## src/rtl/uart_pkg.sv

```systemverilog
// Shared character codes, state encoding and rate decode for the UART mode parser.
package uart_pkg;

    localparam logic [7:0] CH_NUL  = 8'h00;
    localparam logic [7:0] CH_M_U  = 8'h4D;
    localparam logic [7:0] CH_M_L  = 8'h6D;
    localparam logic [7:0] CH_F_U  = 8'h46;
    localparam logic [7:0] CH_F_L  = 8'h66;
    localparam logic [7:0] CH_1    = 8'h31;
    localparam logic [7:0] CH_5    = 8'h35;
    localparam logic [7:0] CH_A_U  = 8'h41;
    localparam logic [7:0] CH_A_L  = 8'h61;
    localparam logic [7:0] CH_B_U  = 8'h42;
    localparam logic [7:0] CH_B_L  = 8'h62;

    typedef enum logic {
        ST_DATA = 1'b0,
        ST_CMD  = 1'b1
    } state_t;

    typedef struct packed {
        logic       hit;
        logic [1:0] code;
    } rate_hit_t;

    // Map a rate-select character to its 2-bit code; hit=0 for anything else.
    function automatic rate_hit_t char_to_rate(input logic [7:0] ch);
        rate_hit_t r;
        r.hit  = 1'b1;
        r.code = 2'd0;
        case (ch)
            CH_1:           r.code = 2'd0;
            CH_5:           r.code = 2'd1;
            CH_A_U, CH_A_L: r.code = 2'd2;
            CH_B_U, CH_B_L: r.code = 2'd3;
            default:        r.hit  = 1'b0;
        endcase
        return r;
    endfunction

endpackage

```

## src/rtl/uart_mode_parser_sync_fifo.sv

```systemverilog
// First-word fall-through synchronous FIFO; the head entry is always on rd_data.
module sync_fifo #(
    parameter int DATA_W     = 8,
    parameter int FIFO_DEPTH = 8
) (
    input  logic                          clk,
    input  logic                          reset,
    input  logic                          push,
    input  logic                          pop,
    input  logic [DATA_W-1:0]             wr_data,
    output logic [DATA_W-1:0]             rd_data,
    output logic                          full,
    output logic                          empty,
    output logic [$clog2(FIFO_DEPTH):0]   level
);

    localparam int AW = $clog2(FIFO_DEPTH);

    logic [DATA_W-1:0] mem [FIFO_DEPTH];
    logic [AW-1:0]     wr_ptr;
    logic [AW-1:0]     rd_ptr;
    logic [AW:0]       count;
    logic              do_push;
    logic              do_pop;

    // A full FIFO still accepts a push when the same cycle pops.
    always_comb begin
        do_pop  = pop && !empty;
        do_push = push && (!full || do_pop);
    end

    // Storage array; contents need no reset since count gates visibility.
    always_ff @(posedge clk) begin
        if (do_push) mem[wr_ptr] <= wr_data;
    end

    // Pointers wrap naturally at the power-of-two depth.
    always_ff @(posedge clk or negedge reset) begin
        if (!reset) begin
            wr_ptr <= '0;
            rd_ptr <= '0;
            count  <= '0;
        end else begin
            if (do_push) wr_ptr <= wr_ptr + AW'(1);
            if (do_pop)  rd_ptr <= rd_ptr + AW'(1);
            case ({do_push, do_pop})
                2'b10:   count <= count + (AW+1)'(1);
                2'b01:   count <= count - (AW+1)'(1);
                default: count <= count;
            endcase
        end
    end

    assign rd_data = mem[rd_ptr];
    assign empty   = (count == '0);
    assign full    = (count == (AW+1)'(FIFO_DEPTH));
    assign level   = count;

endmodule

```

## src/rtl/uart_mode_parser.sv

```systemverilog
// Splits the UART receive stream into FIFO-buffered data and in-band rate commands.
//   state   | meaning
//   ST_DATA | bytes go to the data FIFO; 'M'/'m' enters command mode
//   ST_CMD  | bytes select the rate; 'F'/'f' or an idle timeout returns to data
module uart_mode_parser
    import uart_pkg::*;
#(
    parameter int DATA_W      = 8,
    parameter int FIFO_DEPTH  = 8,
    parameter int RATE_W      = 2,
    parameter int TIMEOUT_CYC = 1000000,
    parameter int RATE_RST    = 0
) (
    input  logic                          clk,
    input  logic                          reset,
    input  logic                          i_valid,
    input  logic [DATA_W-1:0]             i_data,
    output logic [DATA_W-1:0]             o_data,
    output logic                          o_valid,
    input  logic                          i_ready,
    output logic [RATE_W-1:0]             o_rate,
    output logic                          o_cmd_mode,
    output logic                          o_start,
    output logic                          o_rate_upd,
    output logic                          o_err,
    output logic                          o_ovf,
    output logic [$clog2(FIFO_DEPTH):0]   o_level
);

    localparam int CNT_W = (TIMEOUT_CYC > 1) ? $clog2(TIMEOUT_CYC) : 1;
    localparam logic [CNT_W-1:0] CNT_LAST = CNT_W'(TIMEOUT_CYC - 1);

    state_t            state;
    state_t            state_next;
    logic [CNT_W-1:0]  cnt;
    logic [CNT_W-1:0]  cnt_next;
    logic [7:0]        ch;
    logic              byte_ok;
    logic              is_m;
    logic              is_f;
    rate_hit_t         rh;
    logic              rate_ok;
    logic [RATE_W-1:0] new_rate;
    logic              push_req;
    logic              rate_load;
    logic              err_set;
    logic              err_clr;
    logic              pop;
    logic              fifo_push;
    logic              fifo_full;
    logic              fifo_empty;

    assign ch       = i_data[7:0];
    assign byte_ok  = i_valid && (ch != CH_NUL);
    assign is_m     = (ch == CH_M_U) || (ch == CH_M_L);
    assign is_f     = (ch == CH_F_U) || (ch == CH_F_L);
    assign rh       = char_to_rate(ch);
    assign rate_ok  = rh.hit && (int'(rh.code) < (1 << RATE_W));
    assign new_rate = RATE_W'(rh.code);

    // State register.
    always_ff @(posedge clk or negedge reset) begin
        if (!reset) state <= ST_DATA;
        else        state <= state_next;
    end

    // Next-state and per-byte actions; a byte arriving on the last idle cycle wins over the timeout.
    always_comb begin
        state_next = state;
        cnt_next   = cnt;
        push_req   = 1'b0;
        rate_load  = 1'b0;
        err_set    = 1'b0;
        err_clr    = 1'b0;
        case (state)
            ST_DATA: begin
                cnt_next = '0;
                if (byte_ok) begin
                    if (is_m) begin
                        state_next = ST_CMD;
                        err_clr    = 1'b1;
                    end else if (!is_f) begin
                        push_req = 1'b1;
                    end
                end
            end
            ST_CMD: begin
                if (byte_ok) begin
                    cnt_next = '0;
                    if (is_f)         state_next = ST_DATA;
                    else if (is_m)    state_next = ST_CMD;
                    else if (rate_ok) rate_load  = 1'b1;
                    else              err_set    = 1'b1;
                end else if ((TIMEOUT_CYC != 0) && (cnt == CNT_LAST)) begin
                    state_next = ST_DATA;
                    cnt_next   = '0;
                end else begin
                    cnt_next = cnt + CNT_W'(1);
                end
            end
            default: state_next = ST_DATA;
        endcase
    end

    assign pop       = o_valid && i_ready;
    assign fifo_push = push_req && (!fifo_full || pop);

    // Timeout counter, rate register and status flags.
    always_ff @(posedge clk or negedge reset) begin
        if (!reset) begin
            cnt        <= '0;
            o_rate     <= RATE_W'(RATE_RST);
            o_rate_upd <= 1'b0;
            o_err      <= 1'b0;
            o_ovf      <= 1'b0;
        end else begin
            cnt        <= cnt_next;
            o_rate_upd <= rate_load && (new_rate != o_rate);
            if (rate_load) o_rate <= new_rate;
            if (err_clr)      o_err <= 1'b0;
            else if (err_set) o_err <= 1'b1;
            o_ovf <= push_req && fifo_full && !pop;
        end
    end

    assign o_cmd_mode = (state == ST_CMD);
    assign o_start    = !o_cmd_mode;

    sync_fifo #(
        .DATA_W     (DATA_W),
        .FIFO_DEPTH (FIFO_DEPTH)
    ) u_fifo (
        .clk     (clk),
        .reset   (reset),
        .push    (fifo_push),
        .pop     (pop),
        .wr_data (i_data),
        .rd_data (o_data),
        .full    (fifo_full),
        .empty   (fifo_empty),
        .level   (o_level)
    );

    assign o_valid = !fifo_empty;

endmodule
```

## config.mk

```make
export PLATFORM = sky130hd
export DESIGN_NAME = uart_mode_parser
export DESIGN_NICKNAME = d
export VERILOG_FILES = /design/src/rtl/uart_pkg.sv /design/src/rtl/uart_mode_parser_sync_fifo.sv /design/src/rtl/uart_mode_parser.sv
export SDC_FILE = /design/constraint.sdc
export NUM_CORES = 1
export LEC_CHECK = 0
export BUFFER_PORTS_ARGS = -buffer_cell sky130_fd_sc_hd__buf_4
export CORE_MARGIN = 5
export CORE_UTILIZATION = 54
export DETAILED_ROUTE_END_ITERATION = 12
export MAX_ROUTING_LAYER = met4
export PLACE_DENSITY = 0.72
export SYNTH_ARGS = -nofsm -noshare
export SYNTH_HDL_FRONTEND = slang
export SYNTH_HIERARCHICAL = 1
export SYNTH_SLANG_ARGS = --single-unit
```

## constraint.sdc

```tcl
create_clock -name clk -period 5.88 [get_ports clk]
set_clock_uncertainty 0.1 [all_clocks]
set_input_delay 0.294 -clock clk [delete_from_list [all_inputs] [get_ports clk]]
set_output_delay 0.294 -clock clk [all_outputs]
set_load 0.02 [all_outputs]
```

# --- After elaboration in Yosys (flattened, before gate mapping) ---
# Memories as Yosys holds them, arrays and structs flattened.
# Index checks and enable logic that the tools add are counted.
# Widths: inputs -> output; s select.
word_totals:
  mem_count: 1
  ff_bits: 36
  word_cells: 84
  output_inout_bits: 20
  ram_bits: 64
classes:
  add_sub_neg: 5
  muxes: 30
  eq_ne: 15
  bitwise_logic: 1
  n_reduce_logical: 23
mem_list:
  columns: ["memory", "words", "width", "rd", "rd_clocked_by_memory_dff", "write_ports", "line_no", "rtl"]
  rows:
  - ["u_fifo.mem", 8, 8, 1, 0, 1, "uart_mode_parser_sync_fifo.sv:19", "logic [DATA_W-1:0] mem [FIFO_DEPTH];"]
op_table:
  columns: ["cell", "n"]
  rows:
  - ["$eq 8x7->1 const B", 8]
  - ["$mux 20", 2]
  - ["$pmux 20 s2", 1]
  - ["$mux 1", 24]
  - ["$add 20x1->20 const B", 1]
  - ["$eq 20x20->1 const B", 1]
  - ["$eq 8x6->1 const B", 2]
  - ["$logic_and 1x1->1", 8]
  - ["$pmux 4 s2", 1]
  - ["$reduce_bool 8->1", 1]
  - ["$add 3x1->3 const B", 2]
  - ["$pmux 2 s3", 1]
  - ["$reduce_or 6->1", 1]
  - ["$add 4x1->4 const B", 1]
  - ["$eq 4x4->1 const B", 1]
  - ["$logic_not 1->1", 4]
  - ["$logic_not 4->1", 1]
  - ["$logic_or 1x1->1", 4]
  - ["$reduce_bool 2->1", 2]
  - ["$reduce_or 2->1", 2]
  - ["$sub 4x1->4 const B", 1]
  - ["$eq 2x1->1 const B", 1]
  - ["$eq 2x2->1 const B", 1]
  - ["$ne 2x2->1", 1]
  - ["other kinds (2)", 2]

# --- Longest topological paths before layout ---
logic_depth:
  depth_word: 10
  ltp_mapped: 14

# --- By module ---
# Netlist, hierarchy kept.
by_module_without_submodules:
  columns: ["module", "seq_area_each_um2", "n_inst", "cells_per_inst", "area_each_um2"]
  rows:
  - ["sync_fifo", 2172.1, 1, 162, 3150.5]
  - ["uart_mode_parser", 650.6, 1, 155, 1572.8]

# --- Least setup slack after synthesis ---
# OpenSTA, ideal clock, no wires.
synth_timing:
  path_type: "reg2reg"
  start: "register u_fifo.count[1], in the netlist u_fifo/level[1]"
  end: "register u_fifo.count[3], in the netlist u_fifo/level[3]"
  t_arrival_ns: 2.933
  required_ns: 5.711
  n_path_buf: 2
  path_stages_with_launch: 15
  path_slack_ns: 2.778
  cell_sequence: "dfrtp_1 -> or3_1 -> buf_6 -> nor2_1 -> inv_1 -> nand2_1 -> a21oi_1 -> buf_2 -> or2_2 -> inv_1 -> ha_1 -> or2_2 -> nand3_1 -> mux2_2 -> nand3b_1"
synth_via:
  elab_chain_len: 8
synth_rtl:
  columns: ["item", "line_no", "rtl"]
  rows:
  - ["from (decl)", "uart_mode_parser_sync_fifo.sv:22", "logic [AW:0] count;"]
  - ["from (signal assigned)", "uart_mode_parser_sync_fifo.sv:47", "2'b10: count <= count + (AW+1)'(1);"]
  - ["from (signal assigned)", "uart_mode_parser_sync_fifo.sv:48", "2'b01: count <= count - (AW+1)'(1);"]
  - ["from (signal assigned)", "uart_mode_parser_sync_fifo.sv:49", "default: count <= count;"]
  - ["$logic_not 4->1 *", "uart_mode_parser_sync_fifo.sv:55", "assign empty = (count == '0);"]
  - ["via fifo_empty", "uart_mode_parser.sv:51", "logic fifo_empty;"]
  - ["$logic_not 1->1 *", "uart_mode_parser.sv:144", "assign o_valid = !fifo_empty;"]
  - ["via o_valid", "uart_mode_parser.sv:19", "output logic o_valid,"]
  - ["$logic_and 1x1->1 *", "uart_mode_parser.sv:105", "assign pop = o_valid && i_ready;"]
  - ["$logic_or 1x1->1 *", "uart_mode_parser.sv:106", "assign fifo_push = push_req && (!fifo_full || pop);"]
  - ["$logic_and 1x1->1 *", "uart_mode_parser.sv:106", null]
  - ["via fifo_push", "uart_mode_parser.sv:49", "logic fifo_push;"]
  - ["$logic_and 1x1->1 *", "uart_mode_parser_sync_fifo.sv:29", "do_push = push && (!full || do_pop);"]
  - ["$eq 2x1->1 or $eq 2x2->1 (tied branches)", "uart_mode_parser_sync_fifo.sv:46", "case ({do_push, do_pop})"]
  - ["$pmux 4 s2 or $reduce_bool 2->1 (tied branches)", null, null]
# Mark *: on every way through the listed nets, which the timed path passes. The rest lies on a longest branch.
# A chain may end at the register's enable or synchronous reset.

# --- Worst setup path in the final report ---
layout_timing:
  start: "register u_fifo.count[1], in the netlist u_fifo/level[1]"
  end: "memory u_fifo.mem[4][4], enable pin"
layout_via:
  elab_chain_len: 8
layout_rtl:
  columns: ["item", "line_no", "rtl"]
  rows:
  - ["$logic_not 4->1", "uart_mode_parser_sync_fifo.sv:55", null]
  - ["via fifo_empty", "uart_mode_parser.sv:51", null]
  - ["$logic_not 1->1", "uart_mode_parser.sv:144", null]
  - ["$logic_and 1x1->1", "uart_mode_parser.sv:105", null]
  - ["$logic_or 1x1->1", "uart_mode_parser.sv:106", null]
  - ["$logic_and 1x1->1", "uart_mode_parser.sv:106", null]
  - ["via fifo_push", "uart_mode_parser.sv:49", null]
  - ["$logic_and 1x1->1", "uart_mode_parser_sync_fifo.sv:29", null]
  - ["$mux 1", "uart_mode_parser_sync_fifo.sv:34", "if (do_push) mem[wr_ptr] <= wr_data;"]
  - ["$mux 1 (not written as such)", "uart_mode_parser_sync_fifo.sv:34", null]
  - ["to (decl)", "uart_mode_parser_sync_fifo.sv:19", null]
# The timed path passes the listed nets, and every way through them passes these cells.

==> impl_metrics.yaml <==
synth:
  syn_nets: 335
  ys_seq_elements: 100
  synth_top_cell_by_area: "edfxtp_1"
  async_flop_share_pct: 36.0
  yosys-top-cells-area: "edfxtp_1, dfrtp_1, mux4_1, mux2_2, xnor2_1"
  synth-seq-area-share_pct: 59.8
  synth_top_area_share_pct: 40.7
  avgSynthCellArea_um2: 14.9
  ys_warn_count: 6
  syn_area_mm2: 0.00472
  synth_edf_count: 64
  netlist_instances: 317
  ys_types: 57
  synth_flop_cell: "edfxtp_1"
sta:
  fin_crit_ps: 3420
  fmax_mhz: 292
  finalWorstSetupSlack_ps: 2460
  setup_viol: 0
  fin_setup_tns_ps: 0
  rsz0062_at_grt: "false"
  final.period_utilization_pct: 58.2
  slew_violations: 0
  max_slew_margin_pct: 20.8
  whs_ps: 85.8
  worstMarginPinSlew_ps: 1180
  hold_viol: 0
route:
  drcViolationCount: 0
  routed_via_density: 5.77
  drt_first_iter_violations: 139
  vias: 2671
  drtAntennaViolNets: 0
  dr.pass1.iters: 4
  drt-total-wl_um: 8510
  wl_per_cell_um: 18.4
worst_setup_path:
  r2r_end: "u_fifo/mem[4][4]"
  crit_end: "u_fifo/mem[4][4]"
  cp-start-kind: "register"
  required_ps: 5760
  cp_common_cell: "nand2_1"
  reg2reg_slack_ps: 2460
  critPathCaptureType: "register"
  startpoint: "u_fifo/level[1]"
  cp_cell_sequence: "or3_1 > nor2_1 > inv_1 > nand2_1 > a21oi_1 > o21a_1 > nand2_1 > nor3_1"
  reg2reg_depth: 8
  worstPathArrival_ps: 3300
  max_stage_delay_ps: 920
  slowest_stage: "nor3_1"
  critical_path_class: "reg2reg"
  cp_max_fo: 9
  r2r-start: "u_fifo/level[1]"
grt:
  grt_antenna_before_repair: 0
  grt_pass1_vias: 2599
  grt_pass1_wl_um: 14000
  grt_use_met3_pct: 3.23
  grt_max_degree: 37
  overflow: 0
  busiest_layer: "met2"
  grtUsageTotal_pct: 16.8
  grt_use_met1_pct: 23.4
  grt_use_met2_pct: 25.5
final_layout:
  multiInputGateArea_mm2: 0.00177
  final_nets: 368
  syn_to_final_growth_pct: 10.3
  drive_gt1_share_pct: 26.5
  seq_area_mm2: 0.00282
  postLayoutCoreUtil_pct: 60.3
  nFillCells: 672
  antennaDiodeCount: 0
flow_run:
  drv_cap: 0
clock_network:
  clock_latency_ps: 360
  cts_tree: "built"
  post-cts-setup-buffer-count: 0
  cts_buffer_depth: 2
  clk_pin_slew_worst_paths_ps: 100
  cts_made_buffers: 9
  cts.sinks: 100
  cts-htree-levels: 3
  cts-root-buf: "clkbuf_8"
run_status:
  outcome: "finished clean"
floorplan:
  floorplan.die_area_mm2: 0.0107
  core_mm2: 0.00864
  rows: 34
  io_pins: 32
  start_util_pct: 54.7
  die_h_um: 104
  dieWidth_um: 104
placed_design:
  place_ws_ps: 2470
  gp_congestion: 0.838
  hpwl_um: 5640
  port_buffers: 31
power_and_ir_drop:
  p_per_area_mw_per_mm2: 389
  finalPower_mw: 2.03
  power_leakage_nw: 1.94
  peakVddDrop_v: 0.000136
hold_path:
  hold_path_class: "in2reg"
  whs_path_depth: 1
==> report_power, final <==
part	total, mW	switching, mW	internal [mW]
Clock	0.405	0.245	0.160
Combinational	0.646	0.310	0.336
Sequential	0.977	0.123	0.854
Total	2.03	0.678	1.35
==> sequential cells by signal, indices dropped and copies added, names as in the netlist <==
signal and cells:
cnt 20, u_fifo/rd_ptr 3, o_cmd_mode 1, o_err 1
o_rate 2, u_fifo/wr_ptr 3, u_fifo/mem 64, o_ovf 1
o_rate_upd 1, u_fifo/level 4
==> cells in the final DEF (no fill, tap or decap), drive strengths merged, types with 4 or more instances in the layout <==
master | synthesis | routed
dfrtp | 36 | 36
buf | 10 | 32
or4 | 4 | 4
nand2b | 4 | 4
ha | 5 | 5
nor3 | 4 | 4
mux2 | 13 | 13
nand3 | 13 | 13
clkbuf | 1 | 9
inv | 12 | 14
xor2 | 9 | 9
or3 | 7 | 7
o21ai | 10 | 10
and3 | 7 | 7
edfxtp | 64 | 64
nor2 | 23 | 23
nand2 | 17 | 17
nand4 | 6 | 6
xnor2 | 11 | 11
mux4 | 16 | 16
clkinv | 0 | 4
a21oi | 12 | 12
==> synth_stat cells (4+ instances only) <==
master	count
nor2_2	13
o21ai_0	6
mux4_1	16
and3_1	7
nor2_1	10
dfrtp_1	36
nand4_1	6
xor2_1	9
nand3_1	13
inv_1	12
mux2_2	10
or3_1	7
a21oi_1	6
edfxtp_1	64
nand2_1	16
buf_6	5
xnor2_1	11
a21oi_2	6
nand2b_1	4
nor3_1	4
ha_1	5
==> cell type report <==
type | instances | share of cell area, %
Sequential cell | 100 | 54.2
Multi-Input combinational cell | 194 | 34.0
Timing Repair Buffer | 33 | 4.80
Tap cell | 108 | 2.59
Clock buffer | 9 | 2.38
Clock inverter | 7 | 1.18
Inverter | 12 | 0.865
==> worst min-delay path by stage <==
| stage | startpoint | to | slack (ps) |
|---|---|---|---|
| final | i_data[5] | u_fifo/mem[2][5] | 90 |
| after global routing | i_data[5] | u_fifo/mem[0][5] | 70 |
| after CTS | i_data[5] | u_fifo/mem[2][5] | 80 |
| after detailed placement | reset | cnt[9] | 180 |
| after global placement | reset | cnt[9] | 180 |
| after floorplan | reset | cnt[0] | -100 |
==> metrics by stage <==
step           instance area, um2  instances
6_report                     5210        463
5_1_grt                      5210        463
4_1_cts                      5210        463
3_5_place_dp                 5010        446
3_3_place_gp                 5010        446
2_1_floorplan                4720        317
==> repair_timing <==
item / in CTS / in global routing
resized for setup: 0 / 0
endpoints found under the setup margin: 0 / 0
endpoints found under the hold margin: 36 / 0
hold buffers: 1 / 0
==> logic make-up (layout without fill, tap and decap cells) <==
logic type      after synthesis  after routing  synth area share, %
flops                       100            100                 59.8
mux                          31             31                 12.5
buf+inv                      23             61                 3.05
fa+ha+maj                     6              6                 1.75
simple gates                102            102                 12.7
compound gates               35             35                 6.52
xor+xnor                     20             20                 3.71
==> per-layer routing <==
| metal | share of wire [%] | routed length (um) |
|---|---|---|
| met3 | 4.3 | 363 |
| met1 | 46 | 3870 |
| met4 | 0.59 | 50 |
| met5 | 0 | 0 |
| met2 | 50 | 4230 |
==> critical path, delay by kind of cell (launching register included) <==
family                 cells  cell delay (ps)
AO/OA/AOI/OAI              2              900
flip-flops                 1              410
AND/OR/NAND/NOR            5             1570
buffers and inverters      1               80
Power figures use the tool's default switching activity.
